<file path="src/rtl/ctrl_pkg.sv">
// Shared types and encodings for the ID->EX->MEM->WB control pipeline.
// Holds the per-stage control payload and the forwarding-select encoding.
// The forwarding helper is shared so both EX operands use one rule.
package ctrl_pkg;

  // Register address width of the stage payload; the top-level AW must match it.
  localparam int REG_AW = 5;

  // ALU operation classes produced by the decoder.
  localparam logic [1:0] ALUOP_ADD   = 2'b00;
  localparam logic [1:0] ALUOP_SUB   = 2'b01;
  localparam logic [1:0] ALUOP_RTYPE = 2'b10;

  // EX operand source selects.
  localparam logic [1:0] FWD_REG = 2'b00;
  localparam logic [1:0] FWD_WB  = 2'b01;
  localparam logic [1:0] FWD_MEM = 2'b10;

  // Primary opcodes of the instructions this control path understands.
  localparam logic [5:0] OP_RTYPE = 6'h00;
  localparam logic [5:0] OP_LW    = 6'h23;
  localparam logic [5:0] OP_SW    = 6'h2b;
  localparam logic [5:0] OP_ADDI  = 6'h08;

  // Control payload carried by each pipeline stage register.
  typedef struct packed {
    logic              valid;
    logic [1:0]        alu_op;
    logic              alu_src;
    logic              reg_write;
    logic              mem_to_reg;
    logic              mem_write;
    logic [REG_AW-1:0] waddr;
    logic [REG_AW-1:0] rs;
    logic [REG_AW-1:0] rt;
  } ctrl_bundle_t;

  // A bubble is an all-zero payload: invalid, no side effects, waddr 0.
  localparam ctrl_bundle_t BUBBLE = '0;

  // Operand source for one EX register field; the younger producer in MEM wins over WB.
  function automatic logic [1:0] fwd_sel(input ctrl_bundle_t mem_s,
                                         input ctrl_bundle_t wb_s,
                                         input logic [REG_AW-1:0] src);
    logic [1:0] sel;
    sel = FWD_REG;
    if (mem_s.valid && mem_s.reg_write && (mem_s.waddr == src)) begin
      sel = FWD_MEM;
    end else if (wb_s.valid && wb_s.reg_write && (wb_s.waddr == src)) begin
      sel = FWD_WB;
    end
    return sel;
  endfunction

endpackage

</file>
<file path="src/rtl/ctrl_stage_reg.sv">
// One pipeline stage register for the control payload.
// Latency 1 cycle; hold_i freezes the content, bubble_i loads an all-zero payload.
// Asynchronous active-low clear drops whatever is in flight.
module ctrl_stage_reg
  import ctrl_pkg::*;
(
  input  logic         clk_i,
  input  logic         rst_n_i,
  input  logic         hold_i,
  input  logic         bubble_i,
  input  ctrl_bundle_t d_i,
  output ctrl_bundle_t q_o
);

  ctrl_bundle_t payload_d;
  ctrl_bundle_t payload_q;

  // Next payload: hold has priority, then bubble, else take the upstream stage.
  always_comb begin
    payload_d = payload_q;
    if (!hold_i) begin
      payload_d = bubble_i ? BUBBLE : d_i;
    end
  end

  // Payload flop with asynchronous clear.
  always_ff @(posedge clk_i or negedge rst_n_i) begin
    if (!rst_n_i) begin
      payload_q <= BUBBLE;
    end else begin
      payload_q <= payload_d;
    end
  end

  assign q_o = payload_q;

endmodule

</file>
<file path="src/rtl/ctrl_pipeline.sv">
// Control pipeline ID->EX->MEM->WB with load-use hazard detection and EX forwarding selects.
// Latency: an instruction presented in ID reaches WB 3 cycles later.
// mem_stall_i freezes every stage; a load-use hazard holds upstream and injects one EX bubble.
module ctrl_pipeline
  import ctrl_pkg::*;
#(
  parameter int AW    = REG_AW,
  parameter int CNT_W = 16
) (
  input  logic             clk_i,
  input  logic             rst_n_i,
  input  logic             id_valid_i,
  input  logic             RegDst_i,
  input  logic [1:0]       ALUOp_i,
  input  logic             ALUSrc_i,
  input  logic             RegWrite_i,
  input  logic             MemToReg_i,
  input  logic             MemWrite_i,
  input  logic [AW-1:0]    id_rs_i,
  input  logic [AW-1:0]    id_rt_i,
  input  logic [AW-1:0]    id_rd_i,
  input  logic             flush_i,
  input  logic             mem_stall_i,
  output logic             stall_o,
  output logic             ex_valid_o,
  output logic [1:0]       ex_ALUOp_o,
  output logic             ex_ALUSrc_o,
  output logic [1:0]       fwd_a_o,
  output logic [1:0]       fwd_b_o,
  output logic             mem_valid_o,
  output logic             mem_MemWrite_o,
  output logic             wb_valid_o,
  output logic             wb_RegWrite_o,
  output logic             wb_MemToReg_o,
  output logic [AW-1:0]    wb_waddr_o,
  output logic [CNT_W-1:0] bubble_cnt_o
);

  ctrl_bundle_t    id_bundle;
  ctrl_bundle_t    ex_q;
  ctrl_bundle_t    mem_q;
  ctrl_bundle_t    wb_q;
  logic [AW-1:0]   id_waddr;
  logic            hazard;
  logic            ex_bubble;
  logic [CNT_W-1:0] bubble_cnt_d;
  logic [CNT_W-1:0] bubble_cnt_q;
  logic            unused_wb;

  // Build the ID payload; a write to $0 is dropped here so $0 never hazards or forwards.
  always_comb begin
    id_waddr             = RegDst_i ? id_rd_i : id_rt_i;
    id_bundle            = BUBBLE;
    id_bundle.valid      = 1'b1;
    id_bundle.alu_op     = ALUOp_i;
    id_bundle.alu_src    = ALUSrc_i;
    id_bundle.reg_write  = RegWrite_i & (id_waddr != '0);
    id_bundle.mem_to_reg = MemToReg_i;
    id_bundle.mem_write  = MemWrite_i;
    id_bundle.waddr      = id_waddr;
    id_bundle.rs         = id_rs_i;
    id_bundle.rt         = id_rt_i;
  end

  // Load in EX feeding a source of the ID instruction; rt only counts when it is read.
  always_comb begin
    hazard = id_valid_i & ex_q.valid & ex_q.mem_to_reg & ex_q.reg_write &
             ((ex_q.waddr == id_rs_i) |
              ((ex_q.waddr == id_rt_i) & (~ALUSrc_i | MemWrite_i)));
    ex_bubble = hazard | flush_i | ~id_valid_i;
  end

  assign stall_o = hazard | mem_stall_i;

  ctrl_stage_reg u_ex_reg (
    .clk_i    (clk_i),
    .rst_n_i  (rst_n_i),
    .hold_i   (mem_stall_i),
    .bubble_i (ex_bubble),
    .d_i      (id_bundle),
    .q_o      (ex_q)
  );

  ctrl_stage_reg u_mem_reg (
    .clk_i    (clk_i),
    .rst_n_i  (rst_n_i),
    .hold_i   (mem_stall_i),
    .bubble_i (1'b0),
    .d_i      (ex_q),
    .q_o      (mem_q)
  );

  ctrl_stage_reg u_wb_reg (
    .clk_i    (clk_i),
    .rst_n_i  (rst_n_i),
    .hold_i   (mem_stall_i),
    .bubble_i (1'b0),
    .d_i      (mem_q),
    .q_o      (wb_q)
  );

  // Count hazard bubbles on advancing edges only, saturating at all-ones.
  always_comb begin
    bubble_cnt_d = bubble_cnt_q;
    if (!mem_stall_i && hazard && (bubble_cnt_q != '1)) begin
      bubble_cnt_d = bubble_cnt_q + {{(CNT_W-1){1'b0}}, 1'b1};
    end
  end

  // Bubble counter flop with asynchronous clear.
  always_ff @(posedge clk_i or negedge rst_n_i) begin
    if (!rst_n_i) begin
      bubble_cnt_q <= '0;
    end else begin
      bubble_cnt_q <= bubble_cnt_d;
    end
  end

  // Forwarding selects for both EX operands; idle when EX holds a bubble.
  always_comb begin
    fwd_a_o = FWD_REG;
    fwd_b_o = FWD_REG;
    if (ex_q.valid) begin
      fwd_a_o = fwd_sel(mem_q, wb_q, ex_q.rs);
      fwd_b_o = fwd_sel(mem_q, wb_q, ex_q.rt);
    end
  end

  assign ex_valid_o     = ex_q.valid;
  assign ex_ALUOp_o     = ex_q.alu_op;
  assign ex_ALUSrc_o    = ex_q.alu_src;
  assign mem_valid_o    = mem_q.valid;
  assign mem_MemWrite_o = mem_q.mem_write;
  assign wb_valid_o     = wb_q.valid;
  assign wb_RegWrite_o  = wb_q.reg_write;
  assign wb_MemToReg_o  = wb_q.mem_to_reg;
  assign wb_waddr_o     = wb_q.waddr;
  assign bubble_cnt_o   = bubble_cnt_q;

  // Fields that have no consumer once the instruction reaches WB.
  assign unused_wb = ^{wb_q.alu_op, wb_q.alu_src, wb_q.mem_write, wb_q.rs, wb_q.rt};

endmodule
</file>
<file path="config.mk">
export PLATFORM = sky130hd
export DESIGN_NAME = ctrl_pipeline
export DESIGN_NICKNAME = d
export VERILOG_FILES = /design/src/rtl/ctrl_pkg.sv /design/src/rtl/ctrl_stage_reg.sv /design/src/rtl/ctrl_pipeline.sv
export SDC_FILE = /design/constraint.sdc
export NUM_CORES = 1
export LEC_CHECK = 0
export BUFFER_PORTS_ARGS = -buffer_cell sky130_fd_sc_hd__buf_2
export CAP_MARGIN = 20
export CORE_MARGIN = 2
export CORE_UTILIZATION = 49
export DETAILED_ROUTE_END_ITERATION = 10
export GPL_ROUTABILITY_DRIVEN = 1
export GPL_TIMING_DRIVEN = 0
export PLACE_DENSITY = 0.76
export SKIP_LAST_GASP = 1
export SYNTH_ARGS = -nofsm -noshare
export SYNTH_HDL_FRONTEND = slang
export SYNTH_SLANG_ARGS = --single-unit
</file>
<file path="constraint.sdc">
create_clock -name clk_i -period 2 [get_ports clk_i]
set_clock_uncertainty 0.1 [all_clocks]
set_input_delay 0.4 -clock clk_i [delete_from_list [all_inputs] [get_ports clk_i]]
set_output_delay 0.4 -clock clk_i [all_outputs]
set_load 0.05 [all_outputs]
</file>
==> flow_summary.toml, run 1 <==
[grt]
track_usage_pct = 21.6
grt_max_degree = 37
grt_pass1_vias = 2180
grt_pass1_wl_mm = 10.7
antenna_found_initial = 0
grt.overflow.total = 0

[power]
p_int_mw = 1.75
p_leak_nw = 1.75
combPwrFrac_pct = 19.7
switching_share_pct = 29.1
power_density_nw_per_um2 = 654
pwr-share-clk_pct = 30.0
ir_drop_v = 0.000394
power_frac_seq_pct = 50.3
p_switching_uw = 718

[worst_setup_path]
cp_max_fo = 4
worstReg2RegEnd = "bubble_cnt_o[1]"
regToRegSetupSlack_ns = -0.14
critPathRequiredTime_ns = 1.50
crit_path_end_kind = "primary output"
cp-start-kind = "flop"
crit_type = "flop to primary output"
r2r-start = "u_ex_reg.q_o[10]"
arrival_ns = 1.77
reg2reg_depth = 7

[hold_path]
hold-path-endpoint = "u_ex_reg.q_o[20]"
min_path_type = "input pin to flop"
min-delay-start = "ALUOp_i[1]"
hold_depth = 2

[cts]
htree_levels = 2
clockBufferDepth = 2
numCtsBuffers = 5
clock-sinks = 55
worstSkewPairLatency_ns = 0.31
tritoncts = "built"
root_buffer = "clkbuf_8"
clkTransAtPathRegs_ns = 0.10

[placed_design]
gp_congestion = 0.843
preCtsSetupSlack_ns = -0.262
place_hpwl_mm = 4.54
portBuffers = 59

[logic_synthesis]
synthesis.area_sq_um = 2790
synth.distinct_cells = 38
synth_area_leaders = "dfrtp_1, xnor2_1, mux2_2, nand2_1, xor2_1"
synth_seq_cells = 55
yosys.area.top_type = "dfrtp_1"
synth_cells = 252
yosysWarnings = 0
synth.net_count = 280
postSynthAreaPerCell_sq_um = 11.1
synth_top_area_share_pct = 49.4
seq_area_frac_synth_pct = 49.4

[timing]
grt_setup_unrepaired = "true"
tightest_slew_ns = 0.711
hold_violations = 0
maxSlewViolCount = 0
setup_violations = 7
max_freq_mhz = 441
min_period_ns = 2.27
timing.final.ws_setup_ns = -0.268
fin_crit_sh_pct = 113
hold_ws_ns = 0.223
slew-limit-headroom_pct = 52.6

[detailed_routing]
routed_via_density = 5.47
route.vias.total = 2294
wl_mm = 6.93
drc_errors = 0
dr.pass1.iters = 4
drt_iter0_drc = 127
ant_nets = 0
wl_per_cell_um = 16.5

[floorplan]
coreArea_sq_um = 5510
die_y_um = 79.4
placementRows = 27
die-width_um = 79.4
initial_core_util_pct = 50.6
dieArea_sq_um = 6300
boundaryPins = 62

[final_layout]
diodes = 0
layout_commonest_cell = "buf_2"
fin_nets = 374
final_cell_mix = "buf_2, dfrtp_1, xnor2_1, nand2_1, buf_4"
post_route_cells_drive_above_1_share_pct = 46.7
fillCellCount = 419
areaGrowthSynthToFinish_pct = 35.4

[status]
status = "finished with violations"
violations = "setup timing"

[job]
drv_cap = 0
-- state kept, by name, indices dropped and copies added, names as in the netlist --
name,flops
bubble_cnt_o,16
u_mem_reg.q_o,9
u_ex_reg.q_o,22
u_wb_reg.q_o,8
-- layout make-up --
class / instances / area, sq um / area share [%]
Timing Repair Buffer: 87 / 577 / 15.3
Multi-Input combinational cell: 182 / 1520 / 40.3
Tap cell: 72 / 90.1 / 2.39
Clock inverter: 1 / 30.0 / 0.797
Buffer: 13 / 71.3 / 1.89
Inverter: 2 / 10.0 / 0.266
Clock buffer: 7 / 76.3 / 2.02
Sequential cell: 55 / 1400 / 37.1
-- metal layers --
metal / share of wire (%) / routed length (um) / vias to the layer above / global-route usage, %
met3: 3.6 / 253 / 13 / 3.96
li1: - / - / 1084 / -
met4: 1.9 / 134 / 0 / 6.55
met5: 0 / 0 / - / 0
met2: 49 / 3390 / 63 / 33.9
met1: 46 / 3160 / 1134 / 30.8
-- synthesized netlist by cell type (all sizes together) --
library cell  instances
a32o                  3
and2                  3
and3                  5
and4                  2
buf                   5
clkbuf                8
dfrtp                55
ha                    1
inv                   2
mux2                 18
mux2i                 5
nand2                28
nand3                17
nand3b                1
nand4                11
nand4b                2
nand4bb               1
nor2                  4
nor2b                 1
nor3                  4
nor3b                 1
nor4                  5
o2111ai               1
o21ai                12
o311ai                1
o31ai                 7
o32a                  1
o32ai                 1
or4                   2
xnor2                34
xor2                 11
-- critical path, stage by stage, from the launching register on --
cell     delay (ns)
dfrtp_1        0.46
xnor2_1        0.25
nand2_2        0.12
o32ai_4        0.35
nor2_4         0.07
inv_4          0.07
buf_8          0.13
-- what timing repair did --
item | CTS | global route
hold endpoints to repair | 19 | 0
pin swaps | 16 | 13
setup endpoints to repair | 6 | 25
hold buffers | 1 | 0
cloned | 0 | 1
buffers inserted | 14 | 11
resized for setup | 22 | 28
-- stage by stage --
step / util, % / instance area, sq um / setup TNS (ns) / total power [mW] / cells
after floorplan: - / 2850 / -0.126 / 1.52 / 252
after global placement: 58.7 / 3230 / -0.432 / 1.64 / 383
after detailed placement: 59.1 / 3250 / -0.495 / 1.65 / 384
after CTS: 64.6 / 3560 / -0.583 / 2.42 / 407
after global routing: 68.5 / 3770 / -2.77 / 2.57 / 419
final: 68.5 / 3770 / -1.05 / 2.47 / 419
-- how the worst max path moves through the flow --
stage	startpoint	to	slack, ns	cells past startpoint
floorplan	u_wb_reg.q_o[17]	fwd_b_o[0]	-0.05	3
global placement	id_rs_i[2]	stall_o	-0.24	7
detailed placement	id_rs_i[2]	stall_o	-0.26	7
CTS	u_ex_reg.q_o[11]	stall_o	-0.16	6
global route	u_ex_reg.q_o[10]	stall_o	-0.30	6
finish	u_ex_reg.q_o[10]	stall_o	-0.27	6
-- power by group through the flow --
stage	registers [mW]	clock network (mW)	logic (mW)
finish	1.24	0.739	0.487
global placement	1.25	0	0.386
detailed placement	1.26	0	0.395
global route	1.25	0.797	0.521
floorplan	1.32	0	0.194
CTS	1.23	0.747	0.442
-- kinds of logic after synthesis --
| logic type | share of synthesized area (%) |
|---|---|
| DFF | 49.4 |
| muxes | 9.07 |
| AOI/OAI and AO/OA | 7.10 |
| xor gates and xnor gates | 14.2 |
| adders and majority gates | 0.449 |
| and+or+nand+nor | 17.2 |
| buffers and inverters | 2.61 |
Power figures use the tool's default switching activity.
==> run 2, diff against run 1 <==
Settings changed: BUFFER_PORTS_ARGS -buffer_cell sky130_fd_sc_hd__buf_2 to -buffer_cell sky130_fd_sc_hd__clkbuf_2, PLACE_DENSITY 0.76 to 0.87.
==> flow_summary.toml, run 2 (synthesis results as in run 1) <==
[floorplan]
initial_core_util_pct = 50.6
boundaryPins = 62
coreArea_sq_um = 5510
die_y_um = 79.4
dieArea_sq_um = 6300
placementRows = 27
die-width_um = 79.4

[grt]
track_usage_pct = 22.1
antenna_found_initial = 0
grt_pass1_vias = 2279
grt_pass1_wl_mm = 10.9
grt_max_degree = 38
grt.overflow.total = 0

[cts]
clock-sinks = 55
clkTransAtPathRegs_ns = 0.10
htree_levels = 2
numCtsBuffers = 5
clockBufferDepth = 2
worstSkewPairLatency_ns = 0.31
tritoncts = "built"
root_buffer = "clkbuf_8"

[timing]
hold_violations = 0
min_period_ns = 2.25
grt_setup_unrepaired = "true"
timing.final.ws_setup_ns = -0.245
tightest_slew_ns = 0.617
slew-limit-headroom_pct = 58.9
tns_ns = -1.15
max_freq_mhz = 445
setup_violations = 13
maxSlewViolCount = 0
fin_crit_sh_pct = 112

[power]
power_density_nw_per_um2 = 656
p_leak_nw = 1.79
ir_drop_v = 0.000412

[final_layout]
largest_reg_flops = 22
diodes = 0
fin_nets = 370
layout_commonest_cell = "clkbuf_2"
instances_no_fill = 415
post_route_cells_drive_above_1_share_pct = 46.4
fillCellCount = 402
final_cell_mix = "clkbuf_2, dfrtp_1, xnor2_1"
areaGrowthSynthToFinish_pct = 36.5

[detailed_routing]
ant_nets = 0
routed_via_density = 5.68
drc_errors = 0
drt_iter0_drc = 177
route.vias.total = 2358
dr.pass1.iters = 4
wl_mm = 7.08
wl_per_cell_um = 17.1

[worst_setup_path]
worstPathCellList = "xnor2_2 > nand2_2 > o32ai_4 > nor2_4 > inv_4 > clkbuf_16"
cp-start-kind = "flop"
max_stage_delay_ns = 0.47
crit_path_end_kind = "primary output"
critPathRequiredTime_ns = 1.50
regToRegSetupSlack_ns = -0.05
reg2reg_depth = 7
crit_slowest_cell = "dfrtp_2"
arrival_ns = 1.75
crit_type = "flop to primary output"
worstReg2RegEnd = "bubble_cnt_o[15]"
cp_max_fo = 4
r2r-start = "u_ex_reg.q_o[11]"
crit_family = "flip-flops"
crit_buf_inv = 2

[placed_design]
place_hpwl_mm = 4.70
place_inst = 384
portBuffers = 59
gp_congestion = 0.824
preCtsSetupSlack_ns = -0.266

[job]
drv_cap = 0

[status]
status = "finished with violations"
violations = "setup timing"

[hold_path]
hold-path-endpoint = "u_ex_reg.q_o[19]"
min-delay-start = "ALUOp_i[0]"
hold_depth = 2
min_path_type = "input pin to flop"
[run 2: cell types whose count changed in the layout (fill, tap and decap cells not counted), sizes merged]
| cell | before | now |
|---|---|---|
| inv | 2 | 3 |
| clkbuf | 15 | 73 |
| buf | 91 | 28 |
[run 2: layer usage]
layer | global-route usage [%] | part of all wire, % | vias up
li1 | - | - | 1086
met1 | 27.4 | 40 | 1186
met2 | 37.9 | 52 | 76
met3 | 4.98 | 5.8 | 10
met4 | 8.28 | 1.6 | 0
met5 | 0 | 0 | -
[run 2: through the flow]
| step | hold slack [ns] | area, sq um | util (%) | power, mW |
|---|---|---|---|---|
| floorplan | 0.00441 | 2850 | - | 1.52 |
| global placement | 0.370 | 3230 | 58.7 | 1.64 |
| detailed placement | 0.303 | 3250 | 59.1 | 1.66 |
| CTS | 0.223 | 3550 | 64.5 | 2.46 |
| global route | 0.230 | 3800 | 69.0 | 2.58 |
| finish | 0.234 | 3800 | 69.0 | 2.49 |
[run 2: worst max-delay path by stage]
stage | start | endpoint | slack, ns | depth (start not counted)
6_report | u_ex_reg.q_o[11] | stall_o | -0.25 | 6
5_1_grt | u_ex_reg.q_o[6] | fwd_a_o[0] | -0.30 | 6
4_1_cts | u_ex_reg.q_o[14] | stall_o | -0.22 | 6
3_5_place_dp | id_rs_i[1] | stall_o | -0.27 | 7
3_3_place_gp | id_rs_i[4] | stall_o | -0.27 | 7
2_1_floorplan | u_wb_reg.q_o[17] | fwd_b_o[0] | -0.05 | 3
[run 2: where the power goes]
group / internal [mW] / switching [mW] / leakage (nW) / total [mW]
combinational: 0.189 / 0.286 / 1.00 / 0.475
sequential: 1.17 / 0.0652 / 0.724 / 1.23
clock: 0.412 / 0.372 / 0.0618 / 0.785
total: 1.77 / 0.723 / 1.79 / 2.49
[run 2: layout make-up]
type | count | area [sq um] | share of cell area [%]
clock inverter | 2 | 38.8 | 1.02
buffer | 13 | 72.6 | 1.91
sequential | 55 | 1400 | 36.7
multi-input combinational | 182 | 1550 | 40.8
tap | 72 | 90.1 | 2.37
clock buffer | 6 | 82.6 | 2.17
timing repair buffer | 83 | 562 | 14.8
inverter | 2 | 10.0 | 0.263
[run 2: timing repair]
action / 4_1_cts / 5_1_grt
cloned: 0 / 1
setup buffers: 10 / 12
gates resized for setup: 19 / 36
pin swaps: 13 / 23
hold buffers: 1 / 0
endpoints found under the setup margin: 6 / 39
endpoints found under the hold margin: 18 / 0
==> run 3, diff against run 2 <==
Settings changed: CELL_PAD_IN_SITES_DETAIL_PLACEMENT set to 0, CELL_PAD_IN_SITES_GLOBAL_PLACEMENT set to 1, CORE_UTILIZATION 49 to 30, PLACE_DENSITY 0.87 to 0.7.
==> flow_summary.toml, run 3 (synthesis results as in run 1) <==
[status]
status = "finished with violations"
violations = "hold timing, setup timing"

[final_layout]
fin_nets = 367
instances_no_fill = 451
fin_area_sq_um = 3860
largest_reg_flops = 22
layout_commonest_cell = "clkbuf_2"
fillCellCount = 915
post_route_cells_drive_above_1_share_pct = 47.4
fin_util_pct = 42.3
areaGrowthSynthToFinish_pct = 38.5
final_cell_mix = "clkbuf_2, dfrtp_1, xnor2_1, nand2_1, dfrtp_2"
diodes = 0

[floorplan]
die-width_um = 100
initial_core_util_pct = 30.6
coreArea_sq_um = 9110
placementRows = 35
boundaryPins = 62
dieArea_sq_um = 10100
die_y_um = 100

[detailed_routing]
met1_length_mm = 3.30
wl_met3_um = 402
routed_via_density = 4.90
drc_errors = 0
met2_length_mm = 3.66
ant_nets = 0
top_layer = "met4"
wl_per_cell_um = 16.5
route.vias.total = 2211
drt_iter0_drc = 58
wl_mm = 7.44
dr.pass1.iters = 4

[power]
power_mw = 2.47
ir_drop_v = 0.000303
power_density_nw_per_um2 = 639
p_leak_nw = 1.79

[cts]
root_buffer = "clkbuf_8"
worstSkewPairLatency_ns = 0.31
numCtsBuffers = 5
clock-sinks = 55
htree_levels = 2
clkTransAtPathRegs_ns = 0.11
clockBufferDepth = 2
tritoncts = "built"

[timing]
tns_ns = -0.991
min_period_ns = 2.21
maxSlewViolCount = 0
setup_violations = 6
max_freq_mhz = 452
hold_violations = 4
tightest_slew_ns = 0.663
hold_ws_ns = -0.00336
timing.final.ws_setup_ns = -0.213
slew-limit-headroom_pct = 55.8
fin_crit_sh_pct = 111
grt_setup_unrepaired = "true"

[placed_design]
place_inst = 423
preCtsSetupSlack_ns = -0.310
place_hpwl_mm = 5.35
gp_congestion = 0.816
placed_cell_area_sq_um = 3300
portBuffers = 59

[worst_setup_path]
critPathRequiredTime_ns = 1.50
arrival_ns = 1.71
max_stage_delay_ns = 0.45
cp_max_fo = 3
crit_slowest_cell = "dfrtp_1"
crit_path_end_kind = "primary output"
cp-start-kind = "flop"
crit_type = "flop to primary output"
worstPathCellList = "xnor2_1 > nand4_1 > nor3_4 > and2_1 > clkbuf_8"

[grt]
antenna_found_initial = 0
grt_pass1_wl_mm = 11.6
grt.overflow.total = 0
track_usage_pct = 14.9
grt_max_degree = 32
grt_pass1_vias = 2274

[job]
drv_cap = 0

[hold_path]
min_path_type = "input pin to asynchronous set/reset pin"
==> run 3: changes by cell type in the layout (fill, tap and decap cells not counted), moves of 3 or more <==
cell     delta
buf_4       -3
dfrtp_1     -5
o21ai_1     +8
o21ai_0     -8
dfrtp_2     +5
==> run 3: layout make-up <==
class	instances	area [sq um]	area share (%)
plain buffers	13	75.1	1.95
clock buffers	6	72.6	1.88
clock inverters	2	38.8	1.01
inverters	2	10.0	0.260
multi-input cells	182	1570	40.7
flip-flops and latches	55	1400	36.3
well taps	111	139	3.60
repair buffers	80	551	14.3
==> run 3: worst paths after layout <==
path                                   from          endpoint  slack (ns)  cells after the start
hold reg to reg            u_ex_reg.q_o[18]  u_ex_reg.q_o[18]        0.39                      2
setup / recovery            u_ex_reg.q_o[0]        fwd_b_o[1]       -0.21                      5
setup reg to reg           u_ex_reg.q_o[14]  bubble_cnt_o[15]       -0.04                      7
max in group asynchronous           rst_n_i   bubble_cnt_o[7]        1.18                      2
hold / removal                      rst_n_i  u_wb_reg.q_o[12]      -0.003                      1
min in group clk_i               ALUOp_i[1]  u_ex_reg.q_o[20]        0.23                      2
==> run 3: timing repair <==
| item | 4_1_cts | 5_1_grt |
|---|---|---|
| endpoints found under the setup margin | 9 | 38 |
| resized for setup | 25 | 45 |
| cloned | 0 | 2 |
| hold buffers | 0 | 0 |
| pin swaps | 12 | 17 |
| setup buffers | 10 | 8 |
| endpoints found under the hold margin | 0 | 0 |
==> run 3: routing by layer <==
layer	track usage, %	up-vias
li1	-	1072
met1	19.9	1073
met2	24.4	58
met3	3.55	8
met4	3.58	0
met5	0	-
==> run 3: power breakdown <==
part / switching [mW] / leakage, nW / internal (mW)
clock network: 0.378 / 0.0558 / 0.379
registers: 0.0697 / 0.717 / 1.17
logic: 0.280 / 1.01 / 0.188
total: 0.728 / 1.79 / 1.74
==> run 3: critical path, delay by kind of cell, from the launching register on <==
family	cells	cell delay, ns
DFF	1	0.45
and+or+nand+nor	3	0.60
buffers and inverters	1	0.18
xor gates and xnor gates	1	0.18
